[src/rtl/divisor_pkg.sv]
// Shared definitions for the sequential divider: FSM state encoding,
// two's-complement negation helper and a WIDTH/STEPS legality check.
package divisor_pkg;

  typedef enum logic [1:0] {
    IDLE = 2'd0,
    CALC = 2'd1,
    FIX  = 2'd2
  } div_state_e;

  // Widest operand the negation helper can handle; callers zero-extend into it.
  localparam int unsigned DIV_MAX_W = 128;

  // Two's-complement negate. The caller truncates back to its own width;
  // the low bits of the wide negation equal the narrow negation.
  function automatic logic [DIV_MAX_W-1:0] twos_neg(input logic [DIV_MAX_W-1:0] v);
    return ~v + {{(DIV_MAX_W-1){1'b0}}, 1'b1};
  endfunction

  // True when the divider can be built with this width / bits-per-cycle pair.
  function automatic bit cfg_legal(input int w, input int s);
    if ((w < 4) || ((w % 2) != 0) || (w > int'(DIV_MAX_W)) || (s < 1) || (s > w)) begin
      return 1'b0;
    end else begin
      return ((w % s) == 0);
    end
  endfunction

endpackage

[src/rtl/divisor_paso.sv]
// One combinational restoring-division step: shifts the next dividend bit
// into the partial remainder and keeps the trial subtraction when it does
// not borrow. The quotient bit is the inverted borrow.
module divisor_paso
  import divisor_pkg::*;
#(
  parameter int WIDTH = 32
) (
  input  logic [WIDTH-1:0] rem_in,
  input  logic             bit_in,
  input  logic [WIDTH-1:0] den,
  output logic [WIDTH-1:0] rem_out,
  output logic             q_bit
);

  logic [WIDTH:0] shifted_s;
  logic [WIDTH:0] diff_s;

  // Shift, trial-subtract, restore on borrow
  always_comb begin
    shifted_s = {rem_in, bit_in};
    diff_s    = shifted_s - {1'b0, den};
    q_bit     = ~diff_s[WIDTH];
    if (q_bit) begin
      rem_out = diff_s[WIDTH-1:0];
    end else begin
      rem_out = shifted_s[WIDTH-1:0];
    end
  end

endmodule

[src/rtl/divisor_secuencial_param.sv]
// Multi-cycle signed/unsigned integer divider with START/BUSY/DONE handshake.
// Magnitudes are divided with STEPS chained restoring steps per cycle; signs
// are applied in the FIX state (truncation toward zero, remainder follows
// the dividend). Divide-by-zero skips CALC and returns all-ones / NUM.
// Optional macro DIVISOR_OVF_EN adds the OVF flag for most-negative / -1.
module divisor_secuencial_param
  import divisor_pkg::*;
#(
  parameter int WIDTH = 32,
  parameter int STEPS = 1
) (
  input  logic             clk,
  input  logic             rst,
  input  logic             start,
  input  logic             signed_mode,
  input  logic [WIDTH-1:0] num,
  input  logic [WIDTH-1:0] den,
  output logic [WIDTH-1:0] coc,
  output logic [WIDTH-1:0] res,
  output logic             done,
  output logic             busy,
  output logic             div0
`ifdef DIVISOR_OVF_EN
  ,
  output logic             ovf
`endif
);

  localparam int N     = WIDTH / STEPS;
  localparam int CNT_W = $clog2(N + 1);
  localparam logic [CNT_W-1:0] CNT_LOAD = CNT_W'(N);
  localparam logic [CNT_W-1:0] CNT_ONE  = CNT_W'(1);
  localparam logic [WIDTH-1:0] ALL_ONES = {WIDTH{1'b1}};
  localparam logic [WIDTH-1:0] ZERO_W   = {WIDTH{1'b0}};
`ifdef DIVISOR_OVF_EN
  localparam logic [WIDTH-1:0] MOST_NEG = {1'b1, {(WIDTH-1){1'b0}}};
`endif

  if (!cfg_legal(WIDTH, STEPS)) begin : g_bad_cfg
    $error("divisor_secuencial_param: illegal WIDTH/STEPS combination");
  end

  div_state_e       state_r;
  div_state_e       state_next_s;
  logic [CNT_W-1:0] cnt_r;
  logic [WIDTH-1:0] rem_r;        // partial remainder
  logic [WIDTH-1:0] quo_r;        // dividend bits shifting out, quotient bits shifting in
  logic [WIDTH-1:0] den_r;        // divisor magnitude
  logic             qneg_r;
  logic             rneg_r;
  logic             div0_pend_r;
`ifdef DIVISOR_OVF_EN
  logic             ovf_pend_r;
`endif

  logic             num_neg_s;
  logic             den_neg_s;
  logic             den_zero_s;
  logic [WIDTH-1:0] num_mag_s;
  logic [WIDTH-1:0] den_mag_s;
  logic [STEPS-1:0] qbit_s;
  logic [WIDTH-1:0] rem_calc_s;
  logic [WIDTH-1:0] quo_calc_s;
  logic [WIDTH-1:0] coc_fix_s;
  logic [WIDTH-1:0] res_fix_s;

  // Operand sign decode and magnitude extraction at request time
  always_comb begin
    num_neg_s  = signed_mode & num[WIDTH-1];
    den_neg_s  = signed_mode & den[WIDTH-1];
    den_zero_s = (den == ZERO_W);
    if (num_neg_s) begin
      num_mag_s = WIDTH'(twos_neg(DIV_MAX_W'(num)));
    end else begin
      num_mag_s = num;
    end
    if (den_neg_s) begin
      den_mag_s = WIDTH'(twos_neg(DIV_MAX_W'(den)));
    end else begin
      den_mag_s = den;
    end
  end

  // Chain of STEPS restoring steps; each consumes the next dividend MSB
  for (genvar g = 0; g < STEPS; g++) begin : g_step
    logic [WIDTH-1:0] rem_in_s;
    logic [WIDTH-1:0] rem_out_s;
    logic             q_s;
    if (g == 0) begin : g_first
      assign rem_in_s = rem_r;
    end else begin : g_next
      assign rem_in_s = g_step[g-1].rem_out_s;
    end
    divisor_paso #(.WIDTH(WIDTH)) u_paso (
      .rem_in  (rem_in_s),
      .bit_in  (quo_r[WIDTH-1-g]),
      .den     (den_r),
      .rem_out (rem_out_s),
      .q_bit   (q_s)
    );
    assign qbit_s[g] = q_s;
  end

  assign rem_calc_s = g_step[STEPS-1].rem_out_s;

  // Shift the new quotient bits in, earliest step ending up most significant
  always_comb begin
    quo_calc_s = quo_r;
    for (int i = 0; i < STEPS; i++) begin
      quo_calc_s = {quo_calc_s[WIDTH-2:0], qbit_s[i]};
    end
  end

  // Apply result signs to the unsigned quotient/remainder
  always_comb begin
    if (qneg_r) begin
      coc_fix_s = WIDTH'(twos_neg(DIV_MAX_W'(quo_r)));
    end else begin
      coc_fix_s = quo_r;
    end
    if (rneg_r) begin
      res_fix_s = WIDTH'(twos_neg(DIV_MAX_W'(rem_r)));
    end else begin
      res_fix_s = rem_r;
    end
  end

  // FSM state register
  always_ff @(posedge clk or posedge rst) begin
    if (rst) begin
      state_r <= IDLE;
    end else begin
      state_r <= state_next_s;
    end
  end

  // FSM next-state logic
  always_comb begin
    state_next_s = state_r;
    case (state_r)
      IDLE: begin
        if (start && den_zero_s) begin
          state_next_s = FIX;
        end else if (start) begin
          state_next_s = CALC;
        end else begin
          state_next_s = IDLE;
        end
      end
      CALC: begin
        if (cnt_r == CNT_ONE) begin
          state_next_s = FIX;
        end else begin
          state_next_s = CALC;
        end
      end
      FIX:     state_next_s = IDLE;
      default: state_next_s = IDLE;
    endcase
  end

  // Operand capture, iteration registers and registered results/handshake
  always_ff @(posedge clk or posedge rst) begin
    if (rst) begin
      cnt_r       <= {CNT_W{1'b0}};
      rem_r       <= ZERO_W;
      quo_r       <= ZERO_W;
      den_r       <= ZERO_W;
      qneg_r      <= 1'b0;
      rneg_r      <= 1'b0;
      div0_pend_r <= 1'b0;
      coc         <= ZERO_W;
      res         <= ZERO_W;
      done        <= 1'b0;
      busy        <= 1'b0;
      div0        <= 1'b0;
`ifdef DIVISOR_OVF_EN
      ovf_pend_r  <= 1'b0;
      ovf         <= 1'b0;
`endif
    end else begin
      done <= 1'b0;
      case (state_r)
        IDLE: begin
          if (start) begin
            busy        <= 1'b1;
            cnt_r       <= CNT_LOAD;
            rem_r       <= ZERO_W;
            den_r       <= den_mag_s;
            qneg_r      <= num_neg_s ^ den_neg_s;
            rneg_r      <= num_neg_s;
            div0_pend_r <= den_zero_s;
            // With a zero divisor CALC is skipped, so keep the raw dividend for RES
            quo_r       <= den_zero_s ? num : num_mag_s;
`ifdef DIVISOR_OVF_EN
            ovf_pend_r  <= signed_mode & (num == MOST_NEG) & (den == ALL_ONES);
`endif
          end
        end
        CALC: begin
          rem_r <= rem_calc_s;
          quo_r <= quo_calc_s;
          cnt_r <= cnt_r - CNT_ONE;
        end
        FIX: begin
          done <= 1'b1;
          busy <= 1'b0;
          if (div0_pend_r) begin
            coc  <= ALL_ONES;
            res  <= quo_r;
            div0 <= 1'b1;
`ifdef DIVISOR_OVF_EN
            ovf  <= 1'b0;
`endif
          end else begin
            coc  <= coc_fix_s;
            res  <= res_fix_s;
            div0 <= 1'b0;
`ifdef DIVISOR_OVF_EN
            ovf  <= ovf_pend_r;
`endif
          end
        end
        default: begin
          busy <= 1'b0;
        end
      endcase
    end
  end

endmodule
[config.mk]
export PLATFORM = sky130hd
export DESIGN_NAME = divisor_secuencial_param
export DESIGN_NICKNAME = d
export VERILOG_FILES = /design/src/rtl/divisor_pkg.sv /design/src/rtl/divisor_paso.sv /design/src/rtl/divisor_secuencial_param.sv
export SDC_FILE = /design/constraint.sdc
export NUM_CORES = 1
export LEC_CHECK = 0
export CAP_MARGIN = 20
export CORE_ASPECT_RATIO = 1.75
export CORE_MARGIN = 4
export CORE_UTILIZATION = 39
export DETAILED_ROUTE_END_ITERATION = 8
export PLACE_DENSITY = 0.68
export SLEW_MARGIN = 30
export SYNTH_ARGS = -nofsm -noshare
export SYNTH_HDL_FRONTEND = slang
export SYNTH_SLANG_ARGS = --single-unit
[constraint.sdc]
create_clock -name clk -period 7.75 [get_ports clk]
set_input_delay 1.1625 -clock clk [delete_from_list [all_inputs] [get_ports clk]]
set_output_delay 1.1625 -clock clk [all_outputs]
set_load 0.02 [all_outputs]
==> metrics <==
outcome finished, final reports clean; Post-CTS Setup Bufs 0; row count 82; Setup Crit Path Kind in -> reg; Distinct cells, synth 59; final weighted congestion in routability-driven placement 0.881; placed wire-length estimate 23.5 mm; final worst-path cycle share 54.7%; Clk pin slew, worst setup/hold paths 70 ps; fraction of layout cells with a size suffix above 1 4.32%; Root Buffer Master clkbuf_16; Cell Count Post-Placement 1804; switch share 45.9%; Total GRT Usage 19.9%; P_sw 2.93 mW; crit-path cells clkdlybuf4s50_1 -> or4_1 -> nor4_1 -> nand4b_1 -> nor2b_1 -> nand2_1 -> and3_1 -> nand2_1 -> a21oi_1 -> a221o_1; crit-path max cell delay 630 ps; clk_skew 12.2 ps; fmax 236 MHz; fillers 2740; Max-slew headroom 39.5%; final WL 30.8 mm; TNS Setup 0 ps; Antenna Nets Post-Route 0; CP dominant cell by count nand2_1; Final Hold Fails 0; Int Power 3.46 mW; clock share of power 13.9%; die area 31800 um2; unrepaired setup endpoints after global routing no; Avg Inst Size Synth 8.29 um2; Die Wd 137 um; Post-Syn Area 11300 um2; wire per inst 16.8 um; max cap viols 0; Area after DPL 12900 um2; hold crit path type reg -> reg; Die H 233 um; synth-to-layout area growth 19.8%; Clock Path Buffers 2; clock sink count 174; Post-Layout Cell Count 1837; area of the multi-input gates 6440 um2; sequential share of power 28.2%; hold_buf cts 0; most frequent cells in the layout nand2_1 (183), dfrtp_1 (173), o21ai_0 (163); min Tclk post-route 4240 ps; Gates resized, CTS repair 0; Slew Viols, Final 0; Port Buffers 134; first-pass GRT wire length 50.3 mm; critical path launch point type input pin; CP Capture Type flip-flop; #FFs+latches synth 174; Gate power share 57.9%; CP Max Fanout 21; cell count after synthesis 1361; number of vias per cell 5.37; Top FF cell, synth dfrtp_1; drt pass-1 iters 5; total CTS buffers 17; Slew @ Worst Pin 908 ps; P_leak 5.67 nW; number of flops mapped to enable cells by yosys 0; initial DRC count 589; largest net degree at the start of global routing 115; Finished Cell Area 13500 um2; core area 28600 um2; most common cell after layout, fill and taps aside nand2_1; Final Util 47.2%; Initial Utilization 39.4%; Worst Path Required 8080 ps; vias in the first global route 9812; peak supply drop 213 uV; Worst-Skew Late Latency 440 ps; PD cells 473 nW/um2; Async S/R FF share, synth 100%; residual DRC count 0; synthesized net count 1468; Vias 9863; sequential element share of the synthesized area 38.6%; layout net count 1552; CTS H-tree depth 4; Warnings, synthesis 0; Final setup violation count 0; io pins 135; CTS tree done; CP bufs+invs 1; register area 4360 um2; antenna violations before repair 1; Crit path max-delay family simple AND/OR/NAND/NOR gates; final global-route overflow total 0; Crit-path slowest cell or4_1; Critical Path AT 4570 ps
## worst reg2reg max path, delay by kind of cell, from the launching register on
kind            cells  cell delay (ps)
buf+inv             2              660
fa+ha+maj           2              650
simple gates        2              560
flops               1              500
compound gates      6             1700
## final cells by class
type / instances / share of cell area [%]
diodes: 1 / 0.0185
clock buffers: 19 / 3.28
clock inverters: 13 / 1.23
inverters: 55 / 1.58
multi-input cells: 1053 / 47.7
flip-flops and latches: 174 / 32.2
well taps: 378 / 3.50
repair buffers: 144 / 10.5
## flip-flops by register name (all words and copies together), names as in the netlist
signal           cells
qneg_r               1
state_r              2
g_step.rem_in_s     32
coc                 32
den_r               32
done                 1
cnt_r                6
div0_pend_r          1
div0                 1
busy                 1
rneg_r               1
quo_r               32
res                 32
## cells in the mapped netlist, types with 10 or more instances
cell type	number	area share, %
xnor2_1	54	4.2
o41ai_1	15	1.2
or4_1	12	0.80
o21ai_0	163	7.2
nand2_1	184	6.1
clkbuf_1	72	2.4
ha_1	38	4.2
a21oi_1	115	5.1
nor2_1	110	3.7
dfrtp_1	174	39
a31oi_1	10	0.55
inv_1	54	1.8
nand2b_1	19	1.1
mux2i_1	25	2.2
nand3_1	14	0.62
nor2b_1	10	0.55
o21ai_1	16	0.71
o31ai_1	27	1.8
nor3_1	17	0.75
nor4_1	12	0.67
a22oi_1	30	2.0
xor2_1	94	7.3
## kinds of logic (layout without fill, tap and decap cells)
group           count (synthesis)  count (layout)  synth area share, %
simple gates                  418             418                 16.8
flops                         174             174                 38.6
buf+inv                       134             231                 4.48
fa+ha+maj                      39              39                 4.39
xor+xnor                      148             148                 11.5
other cells                     0               1                    0
compound gates                423             423                 22.0
mux                            25              25                 2.22
## power groups by stage
stage               logic [mW]  clock network, mW  registers, mW
floorplan                 2.58                  0           1.85
finish                    3.69              0.888           1.80
CTS                       3.72              0.908           1.80
global placement          3.64                  0           1.80
detailed placement        3.70                  0           1.82
global route              4.17              0.946           1.88
## final timing paths
kind / start / endpoint / slack [ps] / cells after the start
max in group asynchronous: rst / div0_pend_r / 5150 / 3
worst min-delay path: coc[29] / coc[29] / 480 / 2
worst max-delay path: den[6] / quo_r[1] / 3510 / 10
worst max register to register: quo_r[31] / g_step[0].rem_in_s[30] / 3580 / 12
worst min register to register: coc[29] / coc[29] / 480 / 2
min in group asynchronous: rst / res[10] / 1270 / 2
## per-stage QoR
step	worst slack, ps	hold WS, ps	total power [mW]
final	3510	475	6.38
after global routing	3200	497	7.00
after CTS	3480	482	6.43
after detailed placement	2990	466	5.52
after global placement	3060	462	5.44
after floorplan	1870	446	4.43
## layer usage
| layer | global-route usage [%] | wire, um |
|---|---|---|
| met1 | 22.1 | 12000 |
| met2 | 36.7 | 16500 |
| met3 | 2.62 | 1050 |
| met4 | 9.27 | 1250 |
| met5 | 0 | 0 |
Note: power is estimated with default switching activity, not from simulation.
